## src/rtl/cond_logic.sv

```systemverilog
// rtl/cond_logic.sv - condition evaluation, side-effect gating and stored NZCV flag register
module cond_logic #(
    parameter int FLAG_W = 4
) (
    input  logic              clk,
    input  logic              reset,
    input  logic              en,
    input  logic [FLAG_W-1:0] flags_i,
    input  logic [3:0]        cond,
    input  logic [1:0]        flagw,
    input  logic              pcs,
    input  logic              regw,
    input  logic              memw,
    input  logic              nowrite,
    output logic              pcsrc,
    output logic              regwrite,
    output logic              memwrite,
    output logic              condex,
    output logic [FLAG_W-1:0] flags_q
);

    localparam int N_IDX = FLAG_W - 1;
    localparam int Z_IDX = FLAG_W - 2;
    localparam int C_IDX = 1;
    localparam int V_IDX = 0;

    logic              flag_n;
    logic              flag_z;
    logic              flag_c;
    logic              flag_v;
    logic [FLAG_W-1:0] flags_d;

    // Condition is judged on the stored flags only, never on this instruction's ALU result.
    assign flag_n = flags_q[N_IDX];
    assign flag_z = flags_q[Z_IDX];
    assign flag_c = flags_q[C_IDX];
    assign flag_v = flags_q[V_IDX];

    always_comb begin
        condex = 1'b0;
        case (cond)
            4'b0000: condex = flag_z;
            4'b0001: condex = ~flag_z;
            4'b0010: condex = flag_c;
            4'b0011: condex = ~flag_c;
            4'b0100: condex = flag_n;
            4'b0101: condex = ~flag_n;
            4'b0110: condex = flag_v;
            4'b0111: condex = ~flag_v;
            4'b1000: condex = flag_c & ~flag_z;
            4'b1001: condex = ~flag_c | flag_z;
            4'b1010: condex = (flag_n == flag_v);
            4'b1011: condex = (flag_n != flag_v);
            4'b1100: condex = ~flag_z & (flag_n == flag_v);
            4'b1101: condex = flag_z | (flag_n != flag_v);
            4'b1110: condex = 1'b1;
            default: condex = 1'b0;
        endcase
    end

    assign pcsrc    = pcs & condex;
    assign memwrite = memw & condex;
    assign regwrite = regw & condex & ~nowrite;

    // N,Z and C,V are written independently so logical ops can preserve carry/overflow.
    always_comb begin
        flags_d = flags_q;
        if (en && condex) begin
            if (flagw[1]) begin
                flags_d[N_IDX:Z_IDX] = flags_i[N_IDX:Z_IDX];
            end
            if (flagw[0]) begin
                flags_d[C_IDX:V_IDX] = flags_i[C_IDX:V_IDX];
            end
        end
    end

    always_ff @(posedge clk or posedge reset) begin
        if (reset) begin
            flags_q <= '0;
        end else begin
            flags_q <= flags_d;
        end
    end

endmodule
```

## config.mk

```make
export PLATFORM = sky130hd
export DESIGN_NAME = cond_logic
export DESIGN_NICKNAME = d
export VERILOG_FILES = /design/src/rtl/cond_logic.sv
export SDC_FILE = /design/constraint.sdc
export NUM_CORES = 1
export LEC_CHECK = 0
export BUFFER_PORTS_ARGS = -buffer_cell sky130_fd_sc_hd__buf_2
export CORE_AREA = 2 2 39 41
export DETAILED_ROUTE_END_ITERATION = 6
export DIE_AREA = 0 0 41 43
export HOLD_SLACK_MARGIN = 0.08
export PLACE_DENSITY_LB_ADDON = 0.25
export SYNTH_ARGS = -nofsm -noshare
export SYNTH_HDL_FRONTEND = slang
export SYNTH_SLANG_ARGS = --single-unit
```

## constraint.sdc

```tcl
create_clock -name clk -period 2.25 [get_ports clk]
set_input_delay 0.1125 -clock clk [delete_from_list [all_inputs] [get_ports clk]]
set_output_delay 0.1125 -clock clk [all_outputs]
set_load 0.02 [all_outputs]
```

# Word-level counts from Yosys, hierarchy flattened
# Cells that the tools add are included.
[classes]
n_addsub = 0
magnitude_cmp = 0
n_bitwise = 13
n_shift = 0
eq_ne = 16
multipliers = 0
reduce_logical = 4
muxes = 1
div = 0
[op_table]
columns = ["operator", "n"]
rows = [
  ["$eq 4x4->1 const B", 7],
  ["$eq 4x3->1 const B", 4],
  ["$pmux 1 s15", 1],
  ["$eq 4x2->1 const B", 2],
  ["$and 1x1->1", 6],
  ["$not 1->1", 5],
  ["$eq 4x1->1 const B", 1],
  ["$logic_not 4->1", 1],
  ["$reduce_and 2->1", 2],
  ["$or 1x1->1", 2],
  ["$eq 1x1->1", 1],
  ["$logic_and 1x1->1", 1],
  ["$ne 1x1->1", 1],
]
[word_totals]
latch_bits = 0
mem_count = 0
output_inout_bits = 8
inputBits = 17
word_cells = 36
rom_bits = 0
ram_bits = 0
ff_bits = 4

# Longest topological paths before layout
# Gate-level depths: netlist of the first run.
[depth]
depth_word = 5
mapped_depth = 7
ltp_nobuf = 6

# Least setup slack after synthesis of the first run
# Ideal clock, no wire load.
[synth_path]
path_type = "flip-flop to output port"
start = "reg flags_q[2]"
end = "out regwrite"
required_time_ns = 2.138
stages_incl_launch_ff = 6
setup_slack_ns = 0.305
t_arrival_ns = 1.833
path_buffers = 0
cell_sequence = "dfrtp_1 and4bb_2 mux2i_1 a311oi_1 nor4_4 nor3b_1"
[synth_via]
elab_chain_len = 5
elab_cells_between_ends = 8
classes_between = "mux: 1; bitwise: 7"
[synth_lines]
columns = ["element", "line_no", "source"]
rows = [
  ["from (decl)", "19", "output logic [FLAG_W-1:0] flags_q"],
  ["from (signal assigned)", "82", "flags_q <= flags_d;"],
  ["$not 1->1", "43, 50, 54", ""],
  ["$and 1x1->1, on equally long branches", "54, 50", ""],
  ["$pmux 1 s15 *", "41", "case (cond)"],
  ["$and 1x1->1 * (2 in series)", "63", "assign regwrite = regw & condex & ~nowrite;"],
  ["to (decl)", "16", "output logic regwrite,"],
]
# Mark *: on every way between the ends. The rest lies on a longest branch, timed or not.

# Worst setup path in the final report of the first run
[layout_path]
start = "reg flags_q[3]"
end = "out pcsrc"
[layout_via]
elab_chain_len = 4
elab_cells_between_ends = 7
classes_between = "eq/ne: 2; mux: 1; bitwise: 4"
[layout_lines]
columns = ["element", "line_no", "source"]
rows = [
  ["$ne 1x1->1 / $eq 1x1->1 (equally long branches)", "n/a", ""],
  ["$or 1x1->1 / $and 1x1->1 (equally long branches)", "55, 54", ""],
  ["$pmux 1 s15 *", "41", ""],
  ["$and 1x1->1 *", "61", "assign pcsrc = pcs & condex;"],
  ["to (decl)", "15", "output logic pcsrc,"],
]
# Marks and branches as above.

==> results of run 1 <==
## cells in the mapped netlist
library cell  count  area, um2
dfrtp_1           4        100
inv_1             4       15.0
nor3b_1           4       30.0
a21oi_1           3       15.0
nand2_1           3       11.3
and2b_2           2       17.5
mux2_1            2       22.5
mux2_2            2       22.5
nand3_1           2       10.0
nor2_2            2       12.5
xor2_1            2       17.5
a21oi_2           1       8.76
a311oi_1          1       8.76
and3_2            1       7.51
and3b_1           1       8.76
and4bb_2          1       12.5
buf_2             1       5.00
buf_6             1       11.3
mux2i_1           1       10.0
nand2b_1          1       6.26
nand3b_1          1       7.51
nand4_1           1       6.26
nor2_1            1       3.75
nor4_4            1       21.3
o21ai_0           1       5.00
o221ai_2          1       15.0
o31ai_1           1       7.51
o32ai_1           1       8.76
or2_2             1       6.26
xnor2_1           1       8.76
## final cells by class
type / instances / area [um2]
tap: 16 / 20.0
multi-input combinational: 39 / 319
timing repair buffer: 27 / 145
clock buffer: 3 / 22.5
fill: 138 / 761
inverter: 4 / 15.0
sequential: 4 / 101
## per-stage QoR
| step | total power, mW | hold slack, ns |
|---|---|---|
| 2_1_floorplan | 0.401 | -0.121 |
| 3_3_place_gp | 0.498 | -0.00364 |
| 3_5_place_dp | 0.505 | 0.0000404 |
| 4_1_cts | 0.600 | 0.0907 |
| 5_1_grt | 0.690 | 0.0847 |
| 6_report | 0.633 | 0.0937 |
## logic make-up (layout without fill, tap and decap cells)
logic type / count (synthesis) / count (layout) / synth area share
simple gates: 22 / 22 / 0.364
compound gates: 9 / 9 / 0.155
buf+inv: 6 / 34 / 0.0706
mux: 5 / 5 / 0.124
flops: 4 / 4 / 0.226
xor+xnor: 3 / 3 / 0.0593
## layer usage
| layer | wire (um) | part of all wire | vias to the layer above |
|---|---|---|---|
| li1 | - | - | 236 |
| met1 | 412 | 0.39 | 232 |
| met2 | 564 | 0.54 | 14 |
| met3 | 50 | 0.048 | 3 |
| met4 | 23 | 0.022 | 0 |
| met5 | 0 | 0 | - |
## worst paths after layout
kind | startpoint | endpoint | slack [ns] | cells after the start
max | flags_q[3] | pcsrc | 0.13 | 6
min | flags_i[2] | flags_q[2] | 0.09 | 2
max reg2reg | flags_q[2] | flags_q[3] | 0.22 | 7
min reg2reg | flags_q[3] | flags_q[3] | 0.60 | 1
max in group asynchronous | reset | flags_q[3] | 1.79 | 3
min in group asynchronous | reset | flags_q[1] | 0.30 | 3
## power by group
| part | switching [mW] | internal [mW] | leakage (nW) |
|---|---|---|---|
| clock | 0.0305 | 0.0597 | 0.0138 |
| combinational | 0.183 | 0.181 | 0.243 |
| sequential | 0.0684 | 0.111 | 0.0465 |
## repair_timing
| action | CTS | global route |
|---|---|---|
| endpoints found under the setup margin | 0 | 2 |
| buffers inserted | 0 | 2 |
| hold buffers | 1 | 0 |
| resized for setup | 0 | 2 |
| endpoints found under the hold margin | 4 | 0 |
## critical path: cells and delay by family, from the launching register on
family                 cells  cell delay [ns]
AND/OR/NAND/NOR            2             0.65
flip-flops                 1             0.44
multiplexers               1             0.20
XOR/XNOR                   1             0.18
AO/OA/AOI/OAI              1             0.15
buffers and inverters      1             0.15
==> run metrics, run 1 <==
status finished, final reports clean; CTS Buf Count 3; clock sinks 4; endpoint class of the critical path primary output; area post-placement 567 um2; Tightest Pin Transition 0.443 ns; sequential area share after synthesis 0.226; deepest clock path buffer count 2; Unique masters post-synth 30; leakage power 0.304 nW; Die Area 1760 um2; initial antenna violation count 0; DR pass1 iterations 4; Worst Path Arrival 2.01 ns; via/cell ratio 5.22; first-pass GRT wire length 1730 um; H-tree depth 1; placed cells 87; largest net degree at the start of global routing 12; CP peak stage delay 0.44 ns; setup_tns 0 ns; Mapped Area 443 um2; nature of the critical path startpoint flop; Final Skew 0.000599 ns; GR met2 Demand/Resource 0.234; endpoints failing hold 0; Core ar. 1380 um2; Worst path slowest cell dfrtp_2; CTS tree built; critical path, cell by cell xnor2_2 > mux2i_1 > a311oi_1 > nor4_4 > and2b_2 > buf_2; Antenna Violating Nets Remaining 0; Starting Density 0.320; most frequent cells in the layout 24 x buf_2, 4 x inv_1, 4 x nor3b_1; Final Instance Area 623 um2; via count 485; layout cell share with drive strength beyond 1 0.558; GR Util met1 0.156; Hold Path Class input pin to flop; n_diodes 0; Clk Latency, worst-skew pair 0.24 ns; GR Util All Layers 0.148; IO buf count 24; syn avg cell area 9.04 um2; Remaining DRCs 0; area growth from synthesis to final layout 40.7%; layout net count 96; FMAX 471 MHz; commonest non-fill, non-tap cell in the layout buf_2; pre-CTS setup slack 0.330 ns; Top-Level Pins 25; min cycle time layout 2.12 ns; Crit Path Class flop to primary output; Congestion Overflow GR 0; Top reg by flops flags_q; vias in the first global route 429; initial DRC count 2; Worst-path clk slew 0.04 ns; GPL Wtd Cong 0.658; Max-Cap Viols 0; Synth Warn # 0; Wirelength per Cell 11.3 um; gr busiest metal met2; Mapped Cells 49; Largest register FFs 4; Slew Limit Fails 0; slack of the critical path 0.127 ns; worst endpoint required time 2.14 ns; Core Util, Final 0.450; final setup violation count 0; Die W 41 um; HPWL Detailed 823 um; Largest regs flags_q: 4 flops; Max FO, Critical Path 6; max_slew headroom 0.704; clock root buffer clkbuf_4; Syn Nets 66; die height 43 um; Layout Cells excl Fill 93; #FFs+latches synth 4; PwrDens 1020 nW/um2; Worst VDD drop 0.662 mV; Final Cycle Share 0.943; unrepaired setup endpoints after global routing yes; final WL 1050 um; met3 GRT Util 0.0471; Site Rows 14
Note: power is estimated with default switching activity, not from simulation.
==> run 2: changes to the inputs <==
--- a/config.mk
+++ b/config.mk
@@ -5,6 +5,7 @@
 export SDC_FILE = /design/constraint.sdc
 export NUM_CORES = 1
 export LEC_CHECK = 0
+export ABC_AREA = 1
 export BUFFER_PORTS_ARGS = -buffer_cell sky130_fd_sc_hd__buf_2
 export CORE_AREA = 2 2 39 41
 export DETAILED_ROUTE_END_ITERATION = 6
==> run 2 against run 1 <==
  * Non-clock buffer count shrank 2
  * Global-route usage fell by 0.40 points
  * Total power down 16%
  * Critical path type unchanged
  * Critical endpoint is now regwrite
==> run metrics, run 2 <==
Largest regs flags_q: 4 flops; FMAX 580 MHz (+23%); GPL Wtd Cong 0.800 (+21%); via/cell ratio 4.45 (-15%); max_slew headroom 0.807 (+0.104); layout net count 122 (+27%); min cycle time layout 1.73 ns (-0.397 ns); Top-Level Pins 25 (unchanged); IO buf count 24 (unchanged); Critical R2R Capture flags_q[3]; CTS Buf Count 3 (unchanged); Setup Buffers After CTS 0 (unchanged); reg2reg start flags_q[3]; vias in the first global route 464 (+8.2%); top cells by area, synth nand2_1 30%, dfrtp_1 25%, inv_1 10%; pre-CTS setup slack 0.763 ns (+0.433 ns); sw frac 0.495 (+0.0494); clock root buffer clkbuf_4; worst endpoint required time 2.14 ns (about the same); Die Area 1760 um2 (unchanged); Antenna Violating Nets Remaining 0 (unchanged); Max FO, Critical Path 8 (+2); post-synth top area cell nand2_1; critical path, cell by cell inv_1 > nand2_1 > nand2_1 > nand2_1 > nand3_1 > nand2_1 > nor2_2 > nand2_4 > nand2_1 > nor2_1 > buf_2; Internal 268 uW (-24%); Core Util, Final 0.420 (-0.0307); Congestion Overflow GR 0 (unchanged); endpoints failing hold 0 (unchanged); Layout Cells excl Fill 119 (+28%); die height 43 um (unchanged); n_diodes 0 (unchanged); Synth Warn # 0 (unchanged); layout cell share with drive strength beyond 1 0.282 (-0.277); Tightest Pin Transition 0.288 ns (-0.155 ns); largest net degree at the start of global routing 9 (-3); CP peak stage delay 0.41 ns (-0.03 ns); unrepaired setup endpoints after global routing no; Worst Path Arrival 1.61 ns (-0.40 ns); Worst Hold End flags_q[1]; Switch Pwr 262 uW (-7.1%); setup_tns 0 ns (unchanged); min-delay src flags_i[1]; slack of the critical path 0.525 ns (+0.397 ns); most used cell, CP nand2_1; Post-synth EDFFs 0 (unchanged); Power Total 530 uW (-16%); HPWL Detailed 871 um (+5.8%); Die W 41 um (unchanged); Top reg by flops flags_q; leakage power 0.364 nW (+20%); hold depth 3 (+1); Worst R2R Setup Slack 0.83 ns (+0.61 ns); Max-Cap Viols 0 (unchanged); Crit Path Class flop to primary output; initial DRC count 13 (+11); Yosys top cell area share 0.304 (+0.0777); initial antenna violation count 0 (unchanged); register share of total power 0.280 (-0.003); Slew Limit Fails 0 (unchanged); Worst-path clk slew 0.03 ns (about the same); Commonest cells post-synth 33 x nand2_1, 11 x inv_1, 8 x nand3_1, 8 x nor2_1; Mapped Area 408 um2 (-7.9%); hold slack 0.138 ns (+0.0440 ns); final WL 1030 um (-2.5%); combinational group share of total power 0.558 (-0.016); CTS tree built; syn avg cell area 5.44 um2 (-40%); Hold Path Class input pin to flop; final setup violation count 0 (unchanged); status finished, final reports clean; Final Skew 0.00137 ns (+0.000769 ns); GR Util All Layers 0.144 (-0.00403); Final Instance Area 581 um2 (-6.8%); via count 529 (+9.1%); endpoint class of the critical path primary output; DR pass1 iterations 4 (unchanged); placed cells 115 (+32%); Site Rows 14 (unchanged); commonest non-fill, non-tap cell in the layout nand2_1; deepest clock path buffer count 2 (unchanged); Worst VDD drop 0.500 mV (-24%); H-tree depth 1 (unchanged); Remaining DRCs 0 (unchanged); most numerous cell in the Yosys netlist nand2_1; Clk network pwr share 0.163 (+0.020); most frequent cells in the layout 33 x nand2_1, 24 x buf_2, 11 x inv_1, 8 x nor2_1, 8 x nand3_1; Worst path slowest cell dfrtp_1; clock sinks 4 (unchanged); Synth async-reset ratio 1.00 (unchanged); Final Cycle Share 0.767 (-0.176); sequential area share after synthesis 0.245 (+0.0194); Core ar. 1380 um2 (unchanged); Wirelength per Cell 8.61 um (-24%); area post-placement 548 um2 (-3.3%); Starting Density 0.295 (-0.0253); Unique masters post-synth 11 (-63%); first-pass GRT wire length 1680 um (-2.4%); R2R depth 11 (+4); Synth Flop Type dfrtp_1; area growth from synthesis to final layout 42.3%; #FFs+latches synth 4 (unchanged); Syn Nets 92 (+39%); Clk Latency, worst-skew pair 0.23 ns (about the same); nature of the critical path startpoint flop; Largest register FFs 4 (unchanged); Mapped Cells 75 (+53%); PwrDens 912 nW/um2 (-10%)
==> run 2: cell count changes after synthesis, moves of 2 or more <==
cell and change:
nand2_1 +30, inv_1 +7, nor2_1 +7, nand3_1 +6, nor3b_1 -4, nand4_1 +3
a21boi_0 +2, and2b_2 -2, mux2_1 -2, mux2_2 -2, xor2_1 -2
==> run 2: worst max-delay path by stage <==
stage                     startpoint  endpoint  slack [ns]  cells past startpoint
final                     flags_q[3]  regwrite        0.52                     11
after global routing      flags_q[3]  regwrite        0.31                     10
after CTS                 flags_q[3]  regwrite        0.51                     10
after detailed placement  flags_q[3]  regwrite        0.76                     10
after global placement    flags_q[3]  regwrite        0.78                     11
after floorplan           flags_q[3]  memwrite        0.67                      9
==> run 2: worst max-delay path: cells and delay by family (launching register included) <==
kind                   cells  cell delay (ns)
buffers and inverters      2             0.23
flip-flops                 1             0.41
AND/OR/NAND/NOR            9             0.72
==> run 2: per-layer routing <==
layer  vias up  wire, um  track usage
met4         0         0        0.100
li1        296         -            -
met5         -         0            0
met3         0        79       0.0314
met2        21       505        0.222
met1       212       439        0.166
==> run 2: area by class of cell <==
class,instances,area [um2]
clock buffers,3,22.5
fillers,160,803
inverters,11,41.3
multi-input cells,60,267
flip-flops and latches,4,100
well taps,16,20.0
repair buffers,25,130
==> run 2: repair_timing <==
action / in CTS / in global routing
endpoints found under the hold margin: 4 / 0
gates resized for setup: 0 / 0
hold buffers: 1 / 0
==> run 2: cells by family after synthesis <==
kind of cell	after synthesis	share of synthesized area
flip-flops	4	0.245
AND/OR/NAND/NOR	56	0.592
buffers and inverters	11	0.101
AO/OA/AOI/OAI	4	0.0613
==> run 2: power by group through the flow <==
stage | clock, mW | sequential, mW | combinational [mW]
3_5_place_dp | 0 | 0.149 | 0.296
2_1_floorplan | 0 | 0.182 | 0.163
4_1_cts | 0.0897 | 0.149 | 0.298
6_report | 0.0861 | 0.148 | 0.295
5_1_grt | 0.101 | 0.156 | 0.336
3_3_place_gp | 0 | 0.147 | 0.296
==> run 3: changes to the inputs <==
==> constraint.sdc (replaced) <==
create_clock -name clk -period 1.6 [get_ports clk]
set_input_delay 0.08 -clock clk [delete_from_list [all_inputs] [get_ports clk]]
set_output_delay 0.08 -clock clk [all_outputs]
set_load 0.02 [all_outputs]
==> run 3 against run 2 <==
  * Sequential share of layout area shrank 1.4 points
  * Utilization grew 3.7 points
  * Final area grew 8.8%
  * Total power grew 59%
  * First-iteration DRC count shrank 7.7%
  * Critical path depth is the same
  * Clock power grew 44%
  * Flip-flop and latch count is the same
  * Clock skew is essentially flat
  * Final cell count grew 2.5%
  * Combinational power grew 72%
  * Wire length grew 8.6%
==> run metrics, run 3 (synthesis gave the netlist of run 2 again) <==
status finished, final reports clean; endpoints failing hold 0 (unchanged); Worst VDD drop 0.670 mV (+34%); CTS tree built; GPL Wtd Cong 0.817 (+2.1%); placed cells 115 (unchanged); Clk Latency, worst-skew pair 0.23 ns (about the same); Tightest Pin Transition 0.197 ns (-0.0907 ns); Largest regs flags_q: 4 flops; CTS Buf Count 3 (unchanged); Wirelength per Cell 9.12 um (+5.9%); Crit Path Class flop to primary output; Die Area 1760 um2 (unchanged); area growth from synthesis to final layout 54.9%; via count 572 (+8.1%); Starting Density 0.295 (unchanged); max_slew headroom 0.868 (+0.0607); Slew Limit Fails 0 (unchanged); setup_tns 0 ns (unchanged); deepest clock path buffer count 2 (unchanged); IO buf count 24 (unchanged); min cycle time layout 1.56 ns; DR pass1 iterations 4 (unchanged); Layout Cells excl Fill 122 (+2.5%); endpoint class of the critical path primary output; slack of the critical path 0.0369 ns (-0.488 ns); Congestion Overflow GR 0 (unchanged); initial antenna violation count 0 (unchanged); most frequent cells in the layout 27 x nand2_1, 23 x buf_2, 9 x inv_1, 8 x nand3_1, 7 x nor2_1; largest net degree at the start of global routing 7 (-2); worst endpoint required time 1.52 ns (-0.62 ns); area post-placement 548 um2 (unchanged); Worst Path Arrival 1.48 ns (-0.13 ns); PwrDens 1330 nW/um2 (+46%); Site Rows 14 (unchanged); FMAX 640 MHz; critical path, cell by cell inv_2 > nand2_1 > nand2_2 > nand2_2 > nand3_1 > nand2_2 > nor2_4 > nand2_4 > nand2_2 > nor2_1 > buf_4; H-tree depth 1 (unchanged); via/cell ratio 4.69 (+5.5%); initial DRC count 12 (-1); Core ar. 1380 um2 (unchanged); die height 43 um (unchanged); final WL 1110 um (+8.6%); clock root buffer clkbuf_4; leakage power 0.381 nW (+4.7%); Hold Path Class input pin to flop; final setup violation count 0 (unchanged); nature of the critical path startpoint flop; Max-Cap Viols 0 (unchanged); Fillers 160 (unchanged); Max FO, Critical Path 4 (-4); CP peak stage delay 0.41 ns (about the same); Final Instance Area 632 um2 (+8.8%); unrepaired setup endpoints after global routing yes; Top-Level Pins 25 (unchanged); Die W 41 um (unchanged); Remaining DRCs 0 (unchanged); most used cell, CP nand2_2; Final Skew 0.00105 ns (-0.000320 ns); vias in the first global route 508 (+9.5%); Largest register FFs 4 (unchanged); Worst-path clk slew 0.04 ns (about the same); Top reg by flops flags_q; clock sinks 4 (unchanged); Final Cycle Share 0.977; Worst path slowest cell dfrtp_1; Antenna Violating Nets Remaining 0 (unchanged); commonest non-fill, non-tap cell in the layout nand2_1; Power Total 841 uW (+59%); layout cell share with drive strength beyond 1 0.396 (+0.115); n_diodes 0 (unchanged); first-pass GRT wire length 1910 um (+14%); layout net count 125 (+2.5%); pre-CTS setup slack 0.150 ns (-0.613 ns); HPWL Detailed 884 um (+1.5%); GR Util All Layers 0.168 (+0.0235)
run 3: cell types whose count changed in the layout (fill, tap and decap cells not counted), moves of 2 or more:
cell     previous run  this run
buf_4               0         4
inv_2               0         2
inv_1              11         9
nand2_1            33        27
nand2_2             0         6
run 3: final cells by class:
class / count / area [um2] / share of cell area
Tap cell: 16 / 20.0 / 0.0317
Clock buffer: 3 / 22.5 / 0.0356
Inverter: 11 / 41.3 / 0.0653
Multi-Input combinational cell: 60 / 293 / 0.463
Timing Repair Buffer: 28 / 155 / 0.246
Sequential cell: 4 / 100 / 0.158
run 3: worst paths after layout:
path                            depth (start not counted)        from          to  slack, ns
worst min register to register                          2  flags_q[3]  flags_q[3]       0.55
max in group asynchronous                               3       reset  flags_q[2]       1.18
worst min-delay path                                    3  flags_i[1]  flags_q[1]       0.10
min in group asynchronous                               3       reset  flags_q[3]       0.27
worst max register to register                         12  flags_q[0]  flags_q[2]       0.17
worst max-delay path                                   11  flags_q[0]    regwrite       0.04
run 3: repair_timing:
item / CTS / global route
gates resized for setup: 5 / 7
hold buffers: 1 / 0
setup buffers: 3 / 0
pin swaps: 3 / 2
endpoints found under the setup margin: 4 / 8
hold endpoints to repair: 4 / 0
run 3: routing by layer:
layer  track usage  up-vias  share of wire
li1              -      301              -
met1         0.186      248           0.42
met2         0.247       19           0.49
met3        0.0471        4          0.058
met4         0.140        0          0.034
met5             0        -              0
run 3: critical path, delay by kind of cell, from the launching register on:
family	cells	cell delay [ns]
buffers and inverters	2	0.21
DFF	1	0.41
and+or+nand+nor	9	0.63
run 3: power by group:
group | switching [mW] | internal [mW]
Sequential | 0.0621 | 0.149
Combinational | 0.304 | 0.202
Clock | 0.0399 | 0.0838
run 3: metrics by stage:
| step | util | hold slack (ns) |
|---|---|---|
| floorplan | - | -0.154 |
| global placement | 0.396 | -0.0364 |
| detailed placement | 0.396 | -0.0364 |
| CTS | 0.447 | 0.0992 |
| global route | 0.457 | 0.111 |
| finish | 0.457 | 0.104 |
